--- config.mk ---
export PLATFORM = sky130hd
export DESIGN_NAME = batch_collect
export DESIGN_NICKNAME = d
export VERILOG_FILES = /design/src/rtl/mean_pkg.sv /design/src/rtl/batch_regfile.sv /design/src/rtl/batch_collect.sv
export SDC_FILE = /design/constraint.sdc
export NUM_CORES = 1
export LEC_CHECK = 0
export CORE_UTILIZATION = 53
export CTS_CLUSTER_SIZE = 8
export DETAILED_ROUTE_END_ITERATION = 10
export GPL_TIMING_DRIVEN = 1
export PLACE_DENSITY_LB_ADDON = 0.1
export SYNTH_ARGS = -nofsm -noshare
export SYNTH_HDL_FRONTEND = slang
export SYNTH_SLANG_ARGS = --single-unit
--- constraint.sdc ---
create_clock -name clk -period 2.6 [get_ports clk]
set_clock_uncertainty 0.05 [all_clocks]
set_input_delay 0.65 -clock clk [delete_from_list [all_inputs] [get_ports clk]]
set_output_delay 0.65 -clock clk [all_outputs]
set_load 0.02 [all_outputs]
--- src/rtl/mean_pkg.sv ---
// Shared widths, batch limits, element type and collector state encoding.
// Latency: n/a (types and constants only).
// Backpressure: n/a.
package mean_pkg;
    localparam int IL        = 4;
    localparam int FL        = 16;
    localparam int SIZE      = 16;
    localparam int NUM_W     = 4;
    localparam int MAX_COUNT = 15;

    typedef logic signed [IL+FL-1:0] elem_t;

    typedef enum logic [1:0] {
        FILL  = 2'd0,
        START = 2'd1,
        HOLD  = 2'd2
    } state_t;
endpackage

--- src/rtl/batch_regfile.sv ---
// Batch storage: SIZE element registers, one indexed write per cycle, clear-all.
// Latency: a write is visible on the cycle after the enabling edge.
// Backpressure: none; the caller decides when to write or clear.
module batch_regfile #(
    parameter int W    = 20,
    parameter int SIZE = 16,
    parameter int AW   = 4
) (
    input  logic                clk,
    input  logic                rst_n,
    input  logic                we,
    input  logic [AW-1:0]       waddr,
    input  logic signed [W-1:0] wdata,
    input  logic                clr,
    output logic signed [W-1:0] q [SIZE]
);
    always_ff @(posedge clk or negedge rst_n) begin
        if (!rst_n) begin
            for (int i = 0; i < SIZE; i++) q[i] <= '0;
        end else begin
            for (int i = 0; i < SIZE; i++) begin
                if (clr)
                    q[i] <= '0;
                else if (we && (32'(waddr) == i))
                    q[i] <= wdata;
            end
        end
    end
endmodule

--- src/rtl/batch_collect.sv ---
// Collects fixed-point elements into a batch, pulses start, then holds batch/num until out_ack.
// Latency: closing accept at edge t -> start in cycle t+1, out_valid from t+2. Option: BATCH_COLLECT_LAST_EN adds in_last.
// Backpressure: in_ready is high only while filling; in_valid is ignored otherwise.
module batch_collect #(
    parameter int IL   = mean_pkg::IL,
    parameter int FL   = mean_pkg::FL,
    parameter int SIZE = mean_pkg::SIZE
) (
    input  logic                         clk,
    input  logic                         rst_n,
    input  logic                         in_valid,
    output logic                         in_ready,
    input  logic signed [IL+FL-1:0]      in_data,
`ifdef BATCH_COLLECT_LAST_EN
    input  logic                         in_last,
`endif
    output logic signed [IL+FL-1:0]      batch [SIZE],
    output logic [mean_pkg::NUM_W-1:0]   num,
    output logic                         start,
    output logic                         out_valid,
    input  logic                         out_ack
);
    import mean_pkg::*;

    state_t             state, state_nxt;
    logic               alive;
    logic [NUM_W-1:0]   count;
    logic               accept, close, clr;

    // alive keeps in_ready low until the first edge after reset release
    always_ff @(posedge clk or negedge rst_n) begin
        if (!rst_n) alive <= 1'b0;
        else        alive <= 1'b1;
    end

    assign in_ready = alive && (state == FILL);
    assign accept   = in_valid && in_ready;

`ifdef BATCH_COLLECT_LAST_EN
    assign close = accept && ((count == NUM_W'(MAX_COUNT - 1)) || in_last);
`else
    assign close = accept && (count == NUM_W'(MAX_COUNT - 1));
`endif

    always_ff @(posedge clk or negedge rst_n) begin
        if (!rst_n) state <= FILL;
        else        state <= state_nxt;
    end

    always_comb begin
        state_nxt = state;
        start     = 1'b0;
        out_valid = 1'b0;
        clr       = 1'b0;
        case (state)
            FILL: begin
                if (close) state_nxt = START;
            end
            START: begin
                start     = 1'b1;
                state_nxt = HOLD;
            end
            HOLD: begin
                out_valid = 1'b1;
                if (out_ack) begin
                    clr       = 1'b1;
                    state_nxt = FILL;
                end
            end
            default: state_nxt = FILL;
        endcase
    end

    always_ff @(posedge clk or negedge rst_n) begin
        if (!rst_n) begin
            count <= '0;
            num   <= '0;
        end else begin
            if (clr) begin
                count <= '0;
                num   <= '0;
            end else if (accept) begin
                count <= count + NUM_W'(1);
            end
            if (state == START) num <= count;
        end
    end

    batch_regfile #(
        .W    (IL + FL),
        .SIZE (SIZE),
        .AW   (NUM_W)
    ) u_regfile (
        .clk   (clk),
        .rst_n (rst_n),
        .we    (accept),
        .waddr (count),
        .wdata (in_data),
        .clr   (clr),
        .q     (batch)
    );
endmodule

# [After elaboration in Yosys (flattened, before gate mapping)]
# Cells that the tools add are included.
[word_totals] out_inout_bits=327 word_cells=122 reg_bits=331 input_bits=24
[op_classes] n_eq_ne=19 reduce_logical=39 n_mux=43 n_addsub=1
[ops] cell="$mux W20" count=32
[ops] cell="$reduce_bool A2 Y1" count=18
[ops] cell="$eq A4 B4 Y1 const B" count=8
[ops] cell="$logic_and A1 B1 Y1" count=18
[ops] cell="$eq A4 B3 Y1 const B" count=4
[ops] cell="$mux W4" count=4
[ops] cell="$eq A4 B2 Y1 const B" count=2
[ops] cell="$pmux W2 S3" count=1
[ops] cell="$add A4 B1 Y4 const B" count=1
[ops] cell="$eq A4 B1 Y1 const B" count=1
[ops] cell="$logic_not A4 Y1" count=1
[ops] cell="$mux W1" count=4
[ops] cell="$mux W2" count=2
[ops] cell="$ne A2 B2 Y1 const B" count=2
[ops] cell="$eq A2 B1 Y1 const B" count=1
[ops] cell="$eq A2 B2 Y1 const B" count=1
[ops] cell="$logic_not A2 Y1" count=1
[ops] cell="$reduce_and A2 Y1" count=1

# [Depth between registers and ports, before layout]
# Gate-level depths: netlist of run 1.
[depth] word_depth=6 mapped_depth=7 mapped_depth_nobuf=5

# [Hierarchy]
# From an unflattened synthesis of run 1, not the netlist that was laid out.
[hier_totals] cells_unflattened=1162 hier_area_um2=14631.5
[by_module_without_submodules] module="batch_regfile" area_per_inst_um2=14101.0 cells_each=1115 seq_area_each_um2=8007.7 n_inst=1
[by_module_without_submodules] module="batch_collect" area_per_inst_um2=530.5 cells_each=47 seq_area_each_um2=275.3 n_inst=1

# [Least setup slack after synthesis of run 1]
# OpenSTA, ideal clock, no wires.
[synth_path] path_type="input to register" from="input in_valid" to="register u_regfile.q[109] in the netlist's numbering" required_time_ps=2467 slack_ps=879 n_path_buf=3 path_stages=6 t_arrival_ps=1589 setup_ps=83 path_cell_list="and4bb_1 -> buf_2 -> buf_4 -> clkbuf_1 -> nand3_1 -> o21ai_0"
[synth_between] elab_chain_len=3
[synth_rtl] element="start: declaration" line="batch_collect.sv:11" rtl="input logic in_valid,"
[synth_rtl] element="$logic_and A1 B1 Y1" line="batch_collect.sv:37" rtl="assign accept = in_valid && in_ready;"
[synth_rtl] element="$logic_and A1 B1 Y1" line="batch_regfile.sv:24" rtl="else if (we && (32'(waddr) == i))"
[synth_rtl] element="$reduce_bool A2 Y1 (no source line)"
[synth_rtl] element="end signal: indexed assignment" line="batch_regfile.sv:25" rtl="q[i] <= wdata;"
[synth_rtl] element="end: declaration" line="batch_regfile.sv:15" rtl="output logic signed [W-1:0] q [SIZE]"
# No other way between the ends.
# A chain may end at the register's enable or synchronous reset.

# [Worst setup path after layout of run 1]
[layout_path] from="register state[0]" to="output in_ready"
[layout_between] elab_chain_len=2
[layout_rtl] element="start: declaration" line="batch_collect.sv:25" rtl="state_t state, state_nxt;"
[layout_rtl] element="start signal: assignment" line="batch_collect.sv:47" rtl="else state <= state_nxt;"
[layout_rtl] element="$logic_not A2 Y1" line="batch_collect.sv:36" rtl="assign in_ready = alive && (state == FILL);"
[layout_rtl] element="$logic_and A1 B1 Y1" line="batch_collect.sv:36"
[layout_rtl] element="end: declaration" line="batch_collect.sv:12" rtl="output logic in_ready,"
# No other way between the ends.

==> results of run 1 <==
## state kept, by name, summed over array words and instances, names as in the netlist
signal,count
state,2
num,4
alive,1
u_regfile.q,320
count,4
## worst paths after layout
path	cells past startpoint	slack, ps	to
worst min-delay path	1	40	u_regfile.q[110]
worst max-delay path	2	210	in_ready
worst max register to register	3	600	u_regfile.q[85]
max in group asynchronous	2	1680	u_regfile.q[246]
min in group clk	2	470	num[2]
worst min register to register	2	470	num[2]
## Yosys cell counts, types with 4 or more instances
| master | n |
|---|---|
| and2_1 | 7 |
| buf_1 | 6 |
| buf_2 | 43 |
| clkbuf_1 | 87 |
| dfrtp_1 | 331 |
| ha_1 | 4 |
| inv_1 | 6 |
| mux2i_1 | 126 |
| nand2_1 | 250 |
| nand3_1 | 105 |
| o211ai_1 | 100 |
| o21ai_0 | 195 |
| o21ai_1 | 5 |
## layer usage
layer | part of all wire | GRT usage
met1 | 0.40 | 0.491
met5 | 0 | 0
met4 | 0.044 | 0.155
met3 | 0.10 | 0.0851
met2 | 0.46 | 0.530
## layout make-up
type / count / share of cell area
inverters: 6 / 0.00118
flip-flops and latches: 331 / 0.435
clock buffers: 49 / 0.0643
repair buffers: 430 / 0.226
clock inverters: 1 / 0.000394
well taps: 330 / 0.0217
multi-input cells: 819 / 0.251
## metrics by stage
stage | instances | cell area (sq um) | setup slack (ps) | util
2_1_floorplan | 1295 | 13700 | 879 | -
4_1_cts | 1966 | 19100 | 6.20 | 0.754
6_report | 1966 | 19100 | 208 | 0.755
3_5_place_dp | 1916 | 17800 | 106 | 0.706
3_3_place_gp | 1916 | 17800 | 173 | 0.706
5_1_grt | 1966 | 19100 | 150 | 0.755
## kinds of logic after synthesis
group / count (synthesis)
AND/OR/NAND/NOR: 386
buffers and inverters: 145
flip-flops: 331
adder cells (fa/ha/maj): 4
AO/OA/AOI/OAI: 302
multiplexers: 126
other: 1
## power breakdown
part | switching [mW] | total [mW] | internal (mW) | leakage (nW)
clock | 2.11 | 5.38 | 3.27 | 0.604
combinational | 5.41 | 9.96 | 4.55 | 3.87
sequential | 1.35 | 8.55 | 7.20 | 4.37
total | 8.87 | 23.9 | 15.0 | 8.84
## worst max-delay path, cell delays in order (launching register included)
cell	delay, ps
dfrtp_1	420
nor3b_1	360
dlygate4sd2_1	380
## what timing repair did
item | 4_1_cts | 5_1_grt
hold buffers | 0 | 0
resized for setup | 1 | 2
setup endpoints to repair | 1 | 2
setup buffers | 0 | 0
==> summary.md, run 1 <==
| Metric | Value |
|---|---|
| Setup violators final | 0 |
| Total power | 23.9 mW |
| DP HPWL | 29.4 mm |
| Synth Area in Simple Gates | 0.124 |
| Synth area leader | dfrtp_1 |
| Initial antenna violation count | 1 |
| Core Region | approximately 25000 sq um |
| Cts bufs inserted | 47 |
| Initial DRT Pass Iterations | 5 |
| Sequential fraction of the synthesis area | 0.606 |
| Worst-path clk slew | ~50 ps |
| Critical path arrival | 1690 ps |
| Achievable Freq | 418 MHz |
| Largest net degree at the start of global routing | 73 |
| Area grow syn2layout | 39.5% |
| RSZ-0062 raised after global routing | no |
| Top_reg_cell synth | dfrtp_1 |
| CP endpoint kind | primary output |
| Worst Max-Slew Pin Slew | 878 ps |
| CTS sink count | 331 |
| Row count | between 50 and 60 |
| Share of cells above drive strength 1 | 0.0825 |
| Clock root buffer | clkbuf_16 |
| Mapped Area | 13700 sq um |
| Min cycle time layout | 2390 ps |
| First-pass GRT wire length | 70.3 mm |
| Library cells used by synthesis | 29 |
| Final hold slack | ~41 ps |
| Largest cells by area after synthesis | dfrtp_1 61%, mux2i_1 9.2%, o21ai_0 7.1% |
| Final Hold Fails | 0 |
| Xor/xnor share of the synthesized area | 0 |
| CP Class | reg2out |
| Ys Warns | 0 |
| Drt total wl | 46.4 mm |
| Startpoint Class | register |
| Max-Cap Viols | 0 |
| Flops & latches, synth | 331 |
| Vias in the first global route | around 12000 |
| Mean Syn Cell Area | roughly 11 sq um |
| PortBufs | 350 |
| RePlAce Congestion | 0.896 |
| Num ports | 351 |
| Flip-flop and latch area | 8280 sq um |
| Synth Area in Compound Gates | 0.129 |
| Worst relative slew slack | 0.415 |
| Post-synthesis mux area share | 0.0923 |
| TritonCTS clock tree | built |
| Required @ worst endpoint | approximately 1900 ps |
| Largest family of logic cells by synthesized area | compound AO/OA/AOI/OAI gates |
| Most common cell after layout, fill and taps aside | clkdlybuf4s50_1 |
| Tcrit/Tclk final | 0.920 |
| Nets | 1663 |
| DRT antenna net count | 0 |
| Grt ovf | 0 |
| Fin Setup TNS | 0 ps |
| Syn Inst Count | between 1000 and 1500 |
| Post-synth EDFFs | 0 |
| Die W | roughly 160 um |
| Pins Over Slew Limit | 0 |
| Critical path peak fanout | 6 |
| LEAKAGE | 8.84 nW |
| Crit path from | state[0] |
| Htree depth | 2 |
| Initial DRC Count | 1540 |
| ANT cells | 0 |
| Initial Util | 0.541 |
| GRT Overall Usage | 0.353 |
| Post-Synth Adder-Cell Area | 0.00366 |
| Clk buf depth | 3 |
| Fill count | 1713 |
| Via-to-Cell Ratio | 6.02 |
| HP Class | in2async |
| Synth top area share | 0.606 |
| Max VDD drop | 0.781 mV |
| Full die area | about 26000 sq um |
| Via count | 11800 |
| Net Count, Synth | 1323 |
| Clk_lat worst skew | 530 ps |
| Wire per inst | 23.6 um |
| Commonest non-fill, non-tap cells in the layout | 346 x clkdlybuf4s50_1, 331 x dfrtp_1, 250 x nand2_1, 195 x o21ai_0, 126 x mux2i_1 |
| Area of the multi-input gates | ~4800 sq um |
| Asr flop ratio synth | 1.00 |
| Worst reg2reg startpoint | count[2] |
| DRC viols | 0 |
| Power per cell area | 1250 nW/um^2 |
| Status | complete, no violations |
| Die H | 163 um |
Note: power is estimated with default switching activity, not from simulation.
==> inputs of run 2 (changes only) <==
--- a/config.mk
+++ b/config.mk
@@ -5,7 +5,9 @@
 export SDC_FILE = /design/constraint.sdc
 export NUM_CORES = 1
 export LEC_CHECK = 0
-export CORE_UTILIZATION = 53
+export CAP_MARGIN = 20
+export CORE_UTILIZATION = 55
+export CTS_BUF_LIST = sky130_fd_sc_hd__clkbuf_8
 export CTS_CLUSTER_SIZE = 8
 export DETAILED_ROUTE_END_ITERATION = 10
 export GPL_TIMING_DRIVEN = 1
==> run 2 against run 1 <==
  * Register-to-register slack lost 140 ps
  * Final area shrank 1.0%
  * Total power shrank 5.5%
  * Core utilization grew 2.1 points
  * Die area shrank 3.6%
  * Setup slack gained 41 ps
  * Clock power shrank 23%
  * Global-route usage is essentially flat
  * Via count is essentially flat
  * Sequential share of layout area grew 0.46 points
==> summary.md, run 2 (synthesis results as in run 1) <==
| Metric | Value |
|---|---|
| Clk_lat worst skew | about 570 ps |
| Required @ worst endpoint | 1900 ps |
| Startpoint Class | register |
| Met3 Resource Use GR | 0.0951 |
| Tcrit/Tclk final | 0.904 |
| CP endpoint kind | primary output |
| First-pass GRT wire length | 68.6 mm |
| Number of flip-flops in the largest register | 320 |
| Clock root buffer | clkbuf_8 |
| Htree depth | 2 |
| Core Region | about 24000 sq um |
| GRT met1 Usage | 0.482 |
| Initial antenna violation count | 2 |
| Num ports | between 300 and 400 |
| Nets | 1676 |
| Min cycle time layout | 2350 ps |
| Share of cells above drive strength 1 | 0.0935 |
| PortBufs | 350 |
| Die W | 160 um |
| Postcts setup bufs | 0 |
| DP HPWL | ~30 mm |
| Status | complete, no violations |
| HP Class | reg2reg |
| Via count | around 12000 |
| TritonCTS clock tree | built |
| Finished Layout Cells | 2005 |
| Drt total wl | 44.7 mm |
| Pins Over Slew Limit | 0 |
| LEAKAGE | about 8.8 nW |
| Top Usage Layer GRT | met2 |
| Initial DRC Count | 1139 |
| Largest net degree at the start of global routing | 86 |
| RePlAce Congestion | 0.857 |
| Setup violators final | 0 |
| Worst R2R Setup Slack | 460 ps |
| Die H | ~160 um |
| Critical path arrival | around 1700 ps |
| Initial Util | 0.562 |
| Row count | 57 |
| Top Registers | u_regfile.q x320, count x4, num x4 |
| Most common cell after layout, fill and taps aside | clkdlybuf4s50_1 |
| Power per cell area | 1200 nW/um^2 |
| Via-to-Cell Ratio | 5.91 |
| Wire per inst | ~22 um |
| Grt ovf | 0 |
| Vias in the first global route | 11600 |
| Area grow syn2layout | 38.0% |
| Achievable Freq | 425 MHz |
| Clk buf depth | 3 |
| Largest Register | u_regfile.q |
| DRC viols | 0 |
| Worst Max-Slew Pin Slew | 867 ps |
| DRT antenna net count | 0 |
| Full die area | 25500 sq um |
| Commonest non-fill, non-tap cells in the layout | 346 x clkdlybuf4s50_1, 331 x dfrtp_1, 250 x nand2_1, 195 x o21ai_0, 126 x mux2i_1 |
| Cts bufs inserted | 52 |
| CP Class | reg2out |
| Placed cells | about 1900 |
| Initial DRT Pass Iterations | 6 |
| Max-Cap Viols | 0 |
| Critical path peak fanout | 6 |
| Worst-path clk slew | 60 ps |
| GRT Overall Usage | 0.353 |
| RSZ-0062 raised after global routing | no |
| CTS sink count | between 300 and 400 |
| Grt met2 use | 0.533 |
| Max VDD drop | 0.833 mV |
| Final Hold Fails | 0 |
| Worst relative slew slack | 0.422 |
| Fin Setup TNS | 0 ps |
## run 2: changes by cell type in the layout (fill, tap and decap cells not counted), sizes merged
cell,delta
dlygate4sd3,+1
dlygate4sd2,+2
dlymetal6s2s,-2
clkbuf,+16
buf,+7
clkinvlp,-1
diode,+1
inv,+21
## run 2: worst paths after layout
kind | startpoint | to | depth (start not counted)
setup / recovery | state[1] | start | 3
hold / removal | num[3] | num[3] | 2
setup reg to reg | count[0] | u_regfile.q[25] | 6
hold reg to reg | num[3] | num[3] | 2
max in group asynchronous | rst_n | u_regfile.q[286] | 3
min in group asynchronous | rst_n | u_regfile.q[110] | 2
## run 2: power by group
group	leakage [nW]	switching, mW	internal (mW)
sequential	4.37	1.30	7.18
clock	0.579	1.95	2.22
combinational	3.88	5.38	4.56
total	8.83	8.62	14.0
## run 2: critical path: stages, from the launching register on
cell,delay (ps)
dfrtp_1,420
nand2b_1,200
inv_1,90
dlygate4sd2_1,380
## run 2: stage by stage
step	utilization	total power, mW	area, sq um	hold WS (ps)	setup slack, ps
floorplan	-	13.0	13700	304	879
global placement	0.735	18.2	17900	437	189
detailed placement	0.735	18.4	17900	444	137
CTS	0.775	22.6	18900	457	219
global route	0.775	23.6	18900	472	166
finish	0.775	22.6	18900	454	249
## run 2: per-layer routing
metal  vias to the layer above  wire length (um)
met3                       125              4360
met1                      5872             18000
met5                         -                 0
met4                         0              2000
li1                       5184                 -
met2                       663             20400
## run 2: area by class of cell
class / count / area, sq um
antenna: 1 / 2.50
fill: 1641 / 5460
clock buffer: 65 / 895
multi-input combinational: 819 / 4790
clock inverter: 21 / 78.8
inverter: 6 / 22.5
sequential: 331 / 8280
timing repair buffer: 438 / 4380
tap: 324 / 405
## run 2: repair_timing
action                                  in CTS  in global routing
endpoints found under the setup margin       3                  0
gates resized for setup                      3                  0
hold buffers                                 1                  0
endpoints found under the hold margin       47                  0
==> inputs of run 3 (changes only) <==
--- a/config.mk
+++ b/config.mk
@@ -6,12 +6,14 @@
 export NUM_CORES = 1
 export LEC_CHECK = 0
 export CAP_MARGIN = 20
+export CORE_ASPECT_RATIO = 0.9
 export CORE_UTILIZATION = 55
 export CTS_BUF_LIST = sky130_fd_sc_hd__clkbuf_8
 export CTS_CLUSTER_SIZE = 8
 export DETAILED_ROUTE_END_ITERATION = 10
 export GPL_TIMING_DRIVEN = 1
 export PLACE_DENSITY_LB_ADDON = 0.1
+export SLEW_MARGIN = 20
 export SYNTH_ARGS = -nofsm -noshare
 export SYNTH_HDL_FRONTEND = slang
 export SYNTH_SLANG_ARGS = --single-unit
==> run 3 against run 2 <==
  * Core utilization is 0.65 points higher
  * Critical path type unchanged
  * Sequential cell count did not move
  * Sequential power up 0.5%
  * Critical path depth unchanged
==> summary.md, run 3 (synthesis results as in run 1) <==
| Metric | Value |
|---|---|
| RePlAce Congestion | 0.893 |
| Row count | between 50 and 60 |
| Pre-CTS setup slack | 96.6 ps |
| Die H | ~150 um |
| Share of cells above drive strength 1 | 0.0979 |
| Status | complete, no violations |
| Full die area | 25500 sq um |
| Pins Over Slew Limit | 0 |
| Tcrit/Tclk final | 0.920 |
| Via count | 11900 |
| Grt ovf | 0 |
| Crit path max-delay family | buffers and inverters |
| Critical path peak fanout | 6 |
| Top Registers | u_regfile.q x320, count x4, num x4 |
| Worst path bufs/invs | 2 |
| Achievable Freq | 418 MHz |
| HP Class | reg2reg |
| Drt total wl | about 45 mm |
| TritonCTS clock tree | built |
| CP Class | reg2out |
| Cts bufs inserted | between 50 and 60 |
| Most common cell after layout, fill and taps aside | clkdlybuf4s50_1 |
| Post-route cell area | ~19000 sq um |
| Clk buf depth | 3 |
| Fill count | 1634 |
| CP endpoint kind | primary output |
| Clk_lat worst skew | a little under 600 ps |
| Max-Cap Viols | 0 |
| Power per cell area | 1190 nW/um^2 |
| Area of the multi-input gates | between 4000 and 5000 sq um |
| ANT cells | 0 |
| Die W | 168 um |
| DRC viols | 0 |
| Commonest non-fill, non-tap cells in the layout | 346 x clkdlybuf4s50_1, 331 x dfrtp_1, 250 x nand2_1, 195 x o21ai_0, 126 x mux2i_1 |
| CTS sink count | ~330 |
| DRT antenna net count | 0 |
| Startpoint Class | register |
| Number of flip-flops in the largest register | 320 |
| Initial DRC Count | 1647 |
| PortBufs | 350 |
| Htree depth | 2 |
| Core Region | 24300 sq um |
| First-pass GRT wire length | around 68 mm |
| Largest Register | u_regfile.q |
| Worst relative slew slack | 0.393 |
| GRT Overall Usage | 0.356 |
| Vias in the first global route | 11400 |
| Area grow syn2layout | 39.2% |
| Initial Util | 0.562 |
| Critical path arrival | 1690 ps |
| Flip-flop and latch area | 8280 sq um |
| Final Core Density | 0.782 |
| CP max stage cell | dfrtp_1 |
| Required @ worst endpoint | 1900 ps |
| Setup ws final | 207 ps |
| RSZ-0062 raised after global routing | no |
| Initial DRT Pass Iterations | 6 |
| Setup violators final | 0 |
| Total power | 22.7 mW |
| Min cycle time layout | about 2400 ps |
| Fin Setup TNS | 0 ps |
| Critical path, cell by cell | nand2b_1 -> inv_1 -> dlygate4sd2_1 |
| Worst Max-Slew Pin Slew | 911 ps |
| DP HPWL | 30.1 mm |
| LEAKAGE | between 8 and 9 nW |
| Final Hold Fails | 0 |
| Wire per inst | about 23 um |
| Nets | 1682 |
| Max VDD drop | 0.871 mV |
| Max stage delay on crit path | between 400 and 500 ps |
| Initial antenna violation count | 0 |
| Num ports | around 350 |
| Worst-path clk slew | ~70 ps |
| Via-to-Cell Ratio | 5.97 |
| Clock root buffer | clkbuf_8 |
| Largest net degree at the start of global routing | 84 |
| Post-Place Cell Area | 18000 sq um |
==> run 3: final timing paths <==
check | start | endpoint | slack (ps) | cells past startpoint
setup / recovery | state[1] | start | 210 | 3
hold / removal | num[2] | num[2] | 450 | 2
setup reg to reg | count[1] | u_regfile.q[48] | 540 | 6
hold reg to reg | num[2] | num[2] | 450 | 2
max in group asynchronous | rst_n | u_regfile.q[43] | 1160 | 3
min in group asynchronous | rst_n | u_regfile.q[129] | 560 | 2
==> run 3: power breakdown <==
group          leakage, nW  switching (mW)  internal, mW  total, mW
logic                 3.96            5.37          4.58       9.95
clock network        0.574            1.99          2.19       4.18
registers             4.37            1.35          7.19       8.53
total                 8.91            8.70          14.0       22.7
==> run 3: cell type report <==
cell class | count | area share
inverter | 6 | 0.00118
clock buffer | 64 | 0.0463
sequential | 331 | 0.435
timing repair buffer | 444 | 0.240
clock inverter | 22 | 0.00474
tap | 308 | 0.0203
multi-input combinational | 819 | 0.252
==> run 3: repair_timing <==
| action | 4_1_cts | 5_1_grt |
|---|---|---|
| pin swaps | 0 | 0 |
| hold endpoints to repair | 49 | 0 |
| hold buffers | 1 | 0 |
| endpoints found under the setup margin | 2 | 1 |
| gates resized for setup | 2 | 1 |
| setup buffers | 0 | 0 |
==> run 3: worst min-delay path: stages (launching register included) <==
cell	delay, ps
dfrtp_1	350
nand3_1	70
nand2_1	60
==> run 3: per-layer routing <==
metal / routed length, um / vias up / track usage / share of wire
met5: 0 / - / 0 / 0
met1: 18000 / 5953 / 0.476 / 0.40
met4: 1520 / 0 / 0.131 / 0.034
li1: - / 5197 / - / -
met3: 4710 / 100 / 0.111 / 0.10
met2: 20800 / 660 / 0.553 / 0.46
==> run 3: stage by stage <==
step	cells	hold slack [ps]
after floorplan	1295	304
after global placement	1907	438
after detailed placement	1907	441
after CTS	1994	457
after global routing	1994	481
final	1994	454
